## src/rtl/led_chain_manchester_encoder.sv

```systemverilog
// led_chain_manchester_encoder
//   Re-encodes forwarded decoded bits as Manchester symbols for the next LED in the chain.
//   A DEPTH-entry bit FIFO absorbs the decoder's bursty strobes. Each popped bit becomes
//   one symbol of 2H cycles, where H = max(half_period, 2) is latched at pop time.
//   Encoding: bit 0 = high half then low half; bit 1 = low half then high half; idle = 0.
//
// Ports
//   clk          system clock, rising edge
//   rst_n        synchronous reset, ACTIVE HIGH (1 = reset) despite the name
//   in_data      decoded bit, valid while in_clk = 1
//   in_clk       one-cycle bit strobe from the decoder
//   in_forward   enqueue qualifier (push = in_clk & in_forward)
//   in_swap      invert the enqueued bit
//   half_period  cycles per half-symbol, clamped to a minimum of 2
//   out          registered Manchester line
//   busy         symbol in progress or FIFO non-empty
//   fill         FIFO occupancy
//   overflow     sticky: a bit was dropped on a full FIFO
module led_chain_manchester_encoder #(
  parameter int unsigned DEPTH = 8
) (
  input  logic                     clk,
  input  logic                     rst_n,
  input  logic                     in_data,
  input  logic                     in_clk,
  input  logic                     in_forward,
  input  logic                     in_swap,
  input  logic [5:0]               half_period,
  output logic                     out,
  output logic                     busy,
  output logic [$clog2(DEPTH):0]   fill,
  output logic                     overflow
);

  localparam int unsigned PtrW = $clog2(DEPTH);
  localparam logic [PtrW:0] FillMax = (PtrW + 1)'(DEPTH);

  typedef enum logic [1:0] {StIdle, StFirst, StSecond} state_e;

  state_e              state_q, state_d;
  logic [5:0]          cnt_q, cnt_d;
  logic [5:0]          h_q, h_d;
  logic                bit_q, bit_d;
  logic [PtrW-1:0]     wr_ptr_q, wr_ptr_d;
  logic [PtrW-1:0]     rd_ptr_q, rd_ptr_d;
  logic [PtrW:0]       fill_q, fill_d;
  logic                ovf_q, ovf_d;
  logic [DEPTH-1:0]    mem_q;

  logic                push, push_bit, full, pop, wr_en;
  logic [5:0]          h_new;

  always_comb begin
    push     = in_clk & in_forward;
    push_bit = in_data ^ in_swap;
    full     = (fill_q == FillMax);
    h_new    = (half_period < 6'd2) ? 6'd2 : half_period;
  end

  // Symbol FSM: pops happen from IDLE or at the last SECOND cycle so symbols abut.
  always_comb begin
    state_d = state_q;
    cnt_d   = cnt_q;
    h_d     = h_q;
    bit_d   = bit_q;
    pop     = 1'b0;

    unique case (state_q)
      StIdle: begin
        if (fill_q != '0) pop = 1'b1;
      end
      StFirst: begin
        if (cnt_q == 6'd0) begin
          cnt_d   = h_q - 6'd1;
          state_d = StSecond;
        end else begin
          cnt_d = cnt_q - 6'd1;
        end
      end
      StSecond: begin
        if (cnt_q == 6'd0) begin
          if (fill_q != '0) pop = 1'b1;
          else              state_d = StIdle;
        end else begin
          cnt_d = cnt_q - 6'd1;
        end
      end
      default: state_d = StIdle;
    endcase

    if (pop) begin
      bit_d   = mem_q[rd_ptr_q];
      h_d     = h_new;
      cnt_d   = h_new - 6'd1;
      state_d = StFirst;
    end
  end

  // FIFO bookkeeping; a pop frees a slot in the same cycle, so push-while-full-with-pop is kept.
  always_comb begin
    wr_en    = push & (~full | pop);
    ovf_d    = ovf_q | (push & full & ~pop);
    wr_ptr_d = wr_en ? wr_ptr_q + 1'b1 : wr_ptr_q;
    rd_ptr_d = pop ? rd_ptr_q + 1'b1 : rd_ptr_q;
    fill_d   = fill_q;
    if (wr_en && !pop)      fill_d = fill_q + 1'b1;
    else if (!wr_en && pop) fill_d = fill_q - 1'b1;
  end

  always_ff @(posedge clk) begin
    if (rst_n) begin
      state_q  <= StIdle;
      cnt_q    <= 6'd0;
      h_q      <= 6'd2;
      bit_q    <= 1'b0;
      wr_ptr_q <= '0;
      rd_ptr_q <= '0;
      fill_q   <= '0;
      ovf_q    <= 1'b0;
    end else begin
      state_q  <= state_d;
      cnt_q    <= cnt_d;
      h_q      <= h_d;
      bit_q    <= bit_d;
      wr_ptr_q <= wr_ptr_d;
      rd_ptr_q <= rd_ptr_d;
      fill_q   <= fill_d;
      ovf_q    <= ovf_d;
    end
  end

  // Storage needs no reset; occupancy is tracked by the pointers and fill.
  always_ff @(posedge clk) begin
    if (!rst_n && wr_en) mem_q[wr_ptr_q] <= push_bit;
  end

  always_comb begin
    out      = (state_q == StFirst) ? ~bit_q : ((state_q == StSecond) & bit_q);
    busy     = (state_q != StIdle) | (fill_q != '0);
    fill     = fill_q;
    overflow = ovf_q;
  end

endmodule

```

## config.mk

```make
export PLATFORM = sky130hd
export DESIGN_NAME = led_chain_manchester_encoder
export DESIGN_NICKNAME = d
export VERILOG_FILES = /design/src/rtl/led_chain_manchester_encoder.sv
export SDC_FILE = /design/constraint.sdc
export NUM_CORES = 1
export LEC_CHECK = 0
export CAP_MARGIN = 20
export CORE_ASPECT_RATIO = 1.5
export CORE_UTILIZATION = 60
export DETAILED_ROUTE_END_ITERATION = 12
export GPL_TIMING_DRIVEN = 0
export HOLD_SLACK_MARGIN = 0.02
export PLACE_DENSITY = 0.91
export SLEW_MARGIN = 40
export SYNTH_ARGS = -nofsm -noshare
export SYNTH_HDL_FRONTEND = slang
export SYNTH_SLANG_ARGS = --single-unit
```

## constraint.sdc

```tcl
create_clock -name clk -period 9.7 [get_ports clk]
set_clock_uncertainty 0.1 [all_clocks]
set_input_delay 2.91 -clock clk [delete_from_list [all_inputs] [get_ports clk]]
set_output_delay 2.91 -clock clk [all_outputs]
set_load 0.005 [all_outputs]
```

Word-level counts from Yosys, hierarchy flattened
Cells that the tools add are included.
{ "word_totals": {"wordCells": 83, "ff_bits": 34, "out_inout_bits": 7, "input_bits": 12} }
{ "classes": {"eq_ne": 11, "bitwise": 13, "addsub": 7, "n_lt_le_gt_ge": 4, "reduce_logical": 17, "n_mux": 21} }
{ "ops": {"columns": ["operator", "n"], "rows": [
  ["6-bit 2-to-1 mux", 4],
  ["6-bit by 1-bit subtractor with 6-bit output (second input constant)", 3],
  ["3-bit inequality test (second input constant)", 4],
  ["6-bit one-hot mux with 2 select lines", 1],
  ["8-bit bitwise mux", 1],
  ["3-bit by 4-bit < comparator with 1-bit output (second input constant)", 2],
  ["4-bit 2-to-1 mux", 2],
  ["2-bit inequality test (second input constant)", 4],
  ["4-bit AND reduction", 2],
  ["3-bit by 1-bit adder with 3-bit output (second input constant)", 2],
  ["6-bit zero test", 1],
  ["6-bit by 2-bit < comparator with 1-bit output (second input constant)", 1],
  ["1-bit 2-to-1 mux", 6],
  ["2-bit 2-to-1 mux", 3],
  ["2-bit one-hot mux with 3 select lines", 1],
  ["1-bit AND", 5],
  ["4-bit by 1-bit adder with 4-bit output (second input constant)", 1],
  ["4-bit equality test (second input constant)", 1],
  ["1-bit logical AND", 4],
  ["1-bit inverter", 4],
  ["2-bit nonzero test", 2],
  ["4-bit nonzero test", 1],
  ["4-bit by 1-bit subtractor with 4-bit output (second input constant)", 1],
  ["1-bit binary-select mux with 3-bit select", 1],
  ["12 further kinds", 16]
]} }

Depth between registers and ports, before layout
{ "depth": {"ltp_word": 10, "ltp_mapped": 15, "mapped_depth_nobuf": 15} }

Worst setup path before layout
No wires, ideal clock.
{ "synth_timing": {"path_kind": "in2reg", "startpoint": "in in_clk", "endpoint": "reg fill_q[3], in the netlist fill[3]", "arrival_ns": 4.456, "path_buffers": 0, "slack_ns": 5.074, "required_time_ns": 9.530, "cell_stages": 10, "cell_sequence": "nand3_2 inv_1 ha_1 inv_1 ha_1 a21o_1 a21oi_1 xnor2_1 or3_1 a21oi_1"} }
{ "synth_via": {"elab_chain_len": 5} }
{ "synth_lines": {"columns": ["item", "line_no", "source"], "rows": [
  ["start, declared", "25", "input logic in_clk,"],
  ["1-bit AND *", "54", "push = in_clk & in_forward;"],
  ["1-bit AND *", "101", "wr_en = push & (~full | pop);"],
  ["1-bit zero test", "107", "else if (!wr_en && pop) fill_d = fill_q - 1'b1;"],
  ["1-bit logical AND", "107", null],
  ["2-bit nonzero test (no line)", null, null],
  ["end signal, assigned", "127", "fill_q <= fill_d;"],
  ["end, declared", "46", "logic [PtrW:0] fill_q, fill_d;"]
]} }
Mark *: on every way between the ends. The rest lies on a longest branch, timed or not.
A chain may end at the register's enable or synchronous reset.

Worst setup path after layout
Same ends and word-level chain as after synthesis.

==> results.cfg <==
[route]
wl_met2_um = 2360
vias = 1715
vias_per_cell = 6.15
drtIter0Drc = 75
wl_met1_um = 1620
route.detailed.drc = 0
highest_layer = met4
ant_nets = 0
wire_per_inst_um = 15.6
dr.pass1.iters = 5
route.met3.wl_um = 174
routed_wl_um = 4360

[synth]
netlist_area_mm2 = 0.00191
synthFlopType = dfxtp_1
yosysTopAreaCell = dfxtp_1
post_synth.cell_area_avg_um2 = 8.93
postSynthCellCount = 214
synth_area_leaders = dfxtp_1, edfxtp_1, ha_1
yosysUniqueCellTypes = 46
netlist.area_leader.share_pct = 27.2
yosys_warnings = 0
synth_async_sr_flop_share_pct = 0
synth-seq-cells = 34
synth_seq_area_share_pct = 39.8
yosys-top-cells-count = dfxtp_1, nor2_1, nand2_1
synth.most_common_cell = dfxtp_1
synth_edf_count = 8
syn_nets = 235

[clock_tree]
ctsHtreeMaxLevel = 2
ctsResizeCount = 0
cts_root_buffer = clkbuf_8
postCtsHoldBufs = 0
cts.sinks = 34
numCtsBuffers = 5
clk_pin_slew_worst_paths_ns = 0.07
cts_tree = done
cts_setup_buffers = 0
clock_latency_ns = 0.29
clockBufferDepth = 2

[sta]
drv_slew = 0
setup_viol = 0
rsz0062_at_grt = no
maxSlewHeadroom_pct = 54.5
finalHoldViolCount = 0
tightest_slew_ns = 0.676
fmax_mhz = 195
finalCritPeriodShare_pct = 53.0
fin_tns_setup_ns = 0
period_needed_ns = 5.14

[hold_path]
hold_depth = 2
hold_path.class = reg2reg

[setup_path]
worst_r2r_path_depth = 14
end_kind = flop
cp.required_ns = 9.82
critPathKind = in2reg
worstPathArrival_ns = 5.26
path_max_fanout = 6
crit_path_start_kind = input pin

[global_routing]
grt_first_pass_wirelength_um = 7210
overflow = 0
antenna_found_initial = 0
grt_pass1_vias = 1669
track_usage_pct = 29.9
grt_max_degree = 12

[placement]
gp_congestion = 0.903
placed_cells = 271
hpwl_um = 3220
port_buffers = 18

[layout]
area_delta_synth_final_pct = 17.7
n_antenna_cell = 0
final_layout_size_suffix_gt1_share_pct = 7.92
nets = 260
fin_cells = 279

[power]
p_per_area_mw_per_mm2 = 320
p_leak_nw = 0.837
max-vdd-ir-drop_mv = 0.238

[floorplanning]
die_y_um = 71.1
num_rows = 24
start_util_pct = 64.3
boundaryPins = 19
die_area_mm2 = 0.00342
fp.coreArea_mm2 = 0.00297
dieWidth_um = 48.1

[flow_run]
drv_cap = 0

[status]
status = complete, no violations
==> registers in the layout, indices dropped and copies added, names as in the netlist <==
signal	count
wr_ptr_q	3
rd_ptr_q	3
h_q	6
overflow	1
state_q	2
cnt_q	6
mem_q	8
fill	4
bit_q	1
==> kinds of logic (layout without fill, tap and decap cells) <==
logic type      after synthesis  in the layout  synth area share (%)
compound gates               51             51                  17.6
xor+xnor                     13             13                  5.96
fa+ha+maj                     9              9                  6.29
buf+inv                      15             41                  3.08
flops                        34             34                  39.8
mux                           7              7                  4.98
simple gates                 85             85                  22.3
==> final cells by class <==
class | count | area, um2
well taps | 39 | 48.8
repair buffers | 18 | 180
multi-input cells | 165 | 1090
flip-flops and latches | 34 | 761
clock inverters | 2 | 37.5
inverters | 8 | 30.0
clock buffers | 6 | 72.6
plain buffers | 7 | 28.8
fillers | 194 | 723
==> report_power, final <==
group | leakage [nW] | total (mW) | switching [mW] | internal, mW
sequential | 0.286 | 0.224 | 0.0438 | 0.181
clock | 0.0514 | 0.129 | 0.0524 | 0.0766
combinational | 0.500 | 0.366 | 0.203 | 0.163
total | 0.837 | 0.719 | 0.299 | 0.420
==> through the flow <==
stage	instance area, um2	hold slack (ns)	utilization [%]	worst slack (ns)	total power [mW]
after global routing	2250	0.411	75.7	4.44	0.766
after global placement	2140	0.364	72.0	4.40	0.569
after CTS	2250	0.382	75.7	4.55	0.714
after floorplan	1910	0.341	-	5.07	0.481
after detailed placement	2140	0.364	72.0	4.30	0.580
final	2250	0.380	75.7	4.56	0.719
==> worst max-delay path: stages <==
cell and delay (ns):
clkdlybuf4s50_1 0.54, nand3_2 0.17, inv_1 0.14, ha_1 0.19, inv_1 0.09, ha_1 0.29
a21o_1 0.18, a21oi_1 0.18, xnor2_1 0.10, or3_1 0.33, a21oi_1 0.14
==> final timing paths <==
path	slack, ns	endpoint	startpoint
worst min-delay path	0.38	h_q[5]$_SDFFE_PP0N_	h_q[5]$_SDFFE_PP0N_
worst max-delay path	4.56	fill[3]$_SDFFE_PP0P_	in_clk
worst min register to register	0.38	h_q[5]$_SDFFE_PP0N_	h_q[5]$_SDFFE_PP0N_
worst max register to register	5.94	fill[3]$_SDFFE_PP0P_	fill[0]$_SDFFE_PP0P_
==> layout by cell type, fill, tap and decap left out, types with 2 or more instances in the layout <==
master           netlist  layout
ha_1                   8       8
a311o_1                2       2
nor4_1                 3       3
a221oi_1               2       2
clkbuf_8               0       5
a31oi_1                3       3
dfxtp_1               26      26
mux2i_1                5       5
nand3_1                6       6
o21ai_0                8       8
buf_2                  2       2
nand2_1               20      20
o211ai_1               4       4
clkdlybuf4s50_1        0      18
clkbuf_1               5       6
nor3_1                10      10
nor2_1                23      23
nor3b_1                2       2
xnor2_1                8       8
inv_1                  8       8
edfxtp_1               8       8
o211a_1                2       2
xor2_1                 5       5
nand3b_1               2       2
a211oi_1               2       2
a21oi_1               19      19
or2_2                  2       2
mux4_2                 2       2
or3_1                  5       5
nand2b_1               4       4
==> per-layer routing <==
metal / GRT usage (%) / vias up
li1: - / 830
met1: 31.7 / 809
met2: 48.2 / 53
met3: 7.40 / 23
met4: 21.3 / 0
met5: 0 / -
Note: power is estimated with default switching activity, not from simulation.
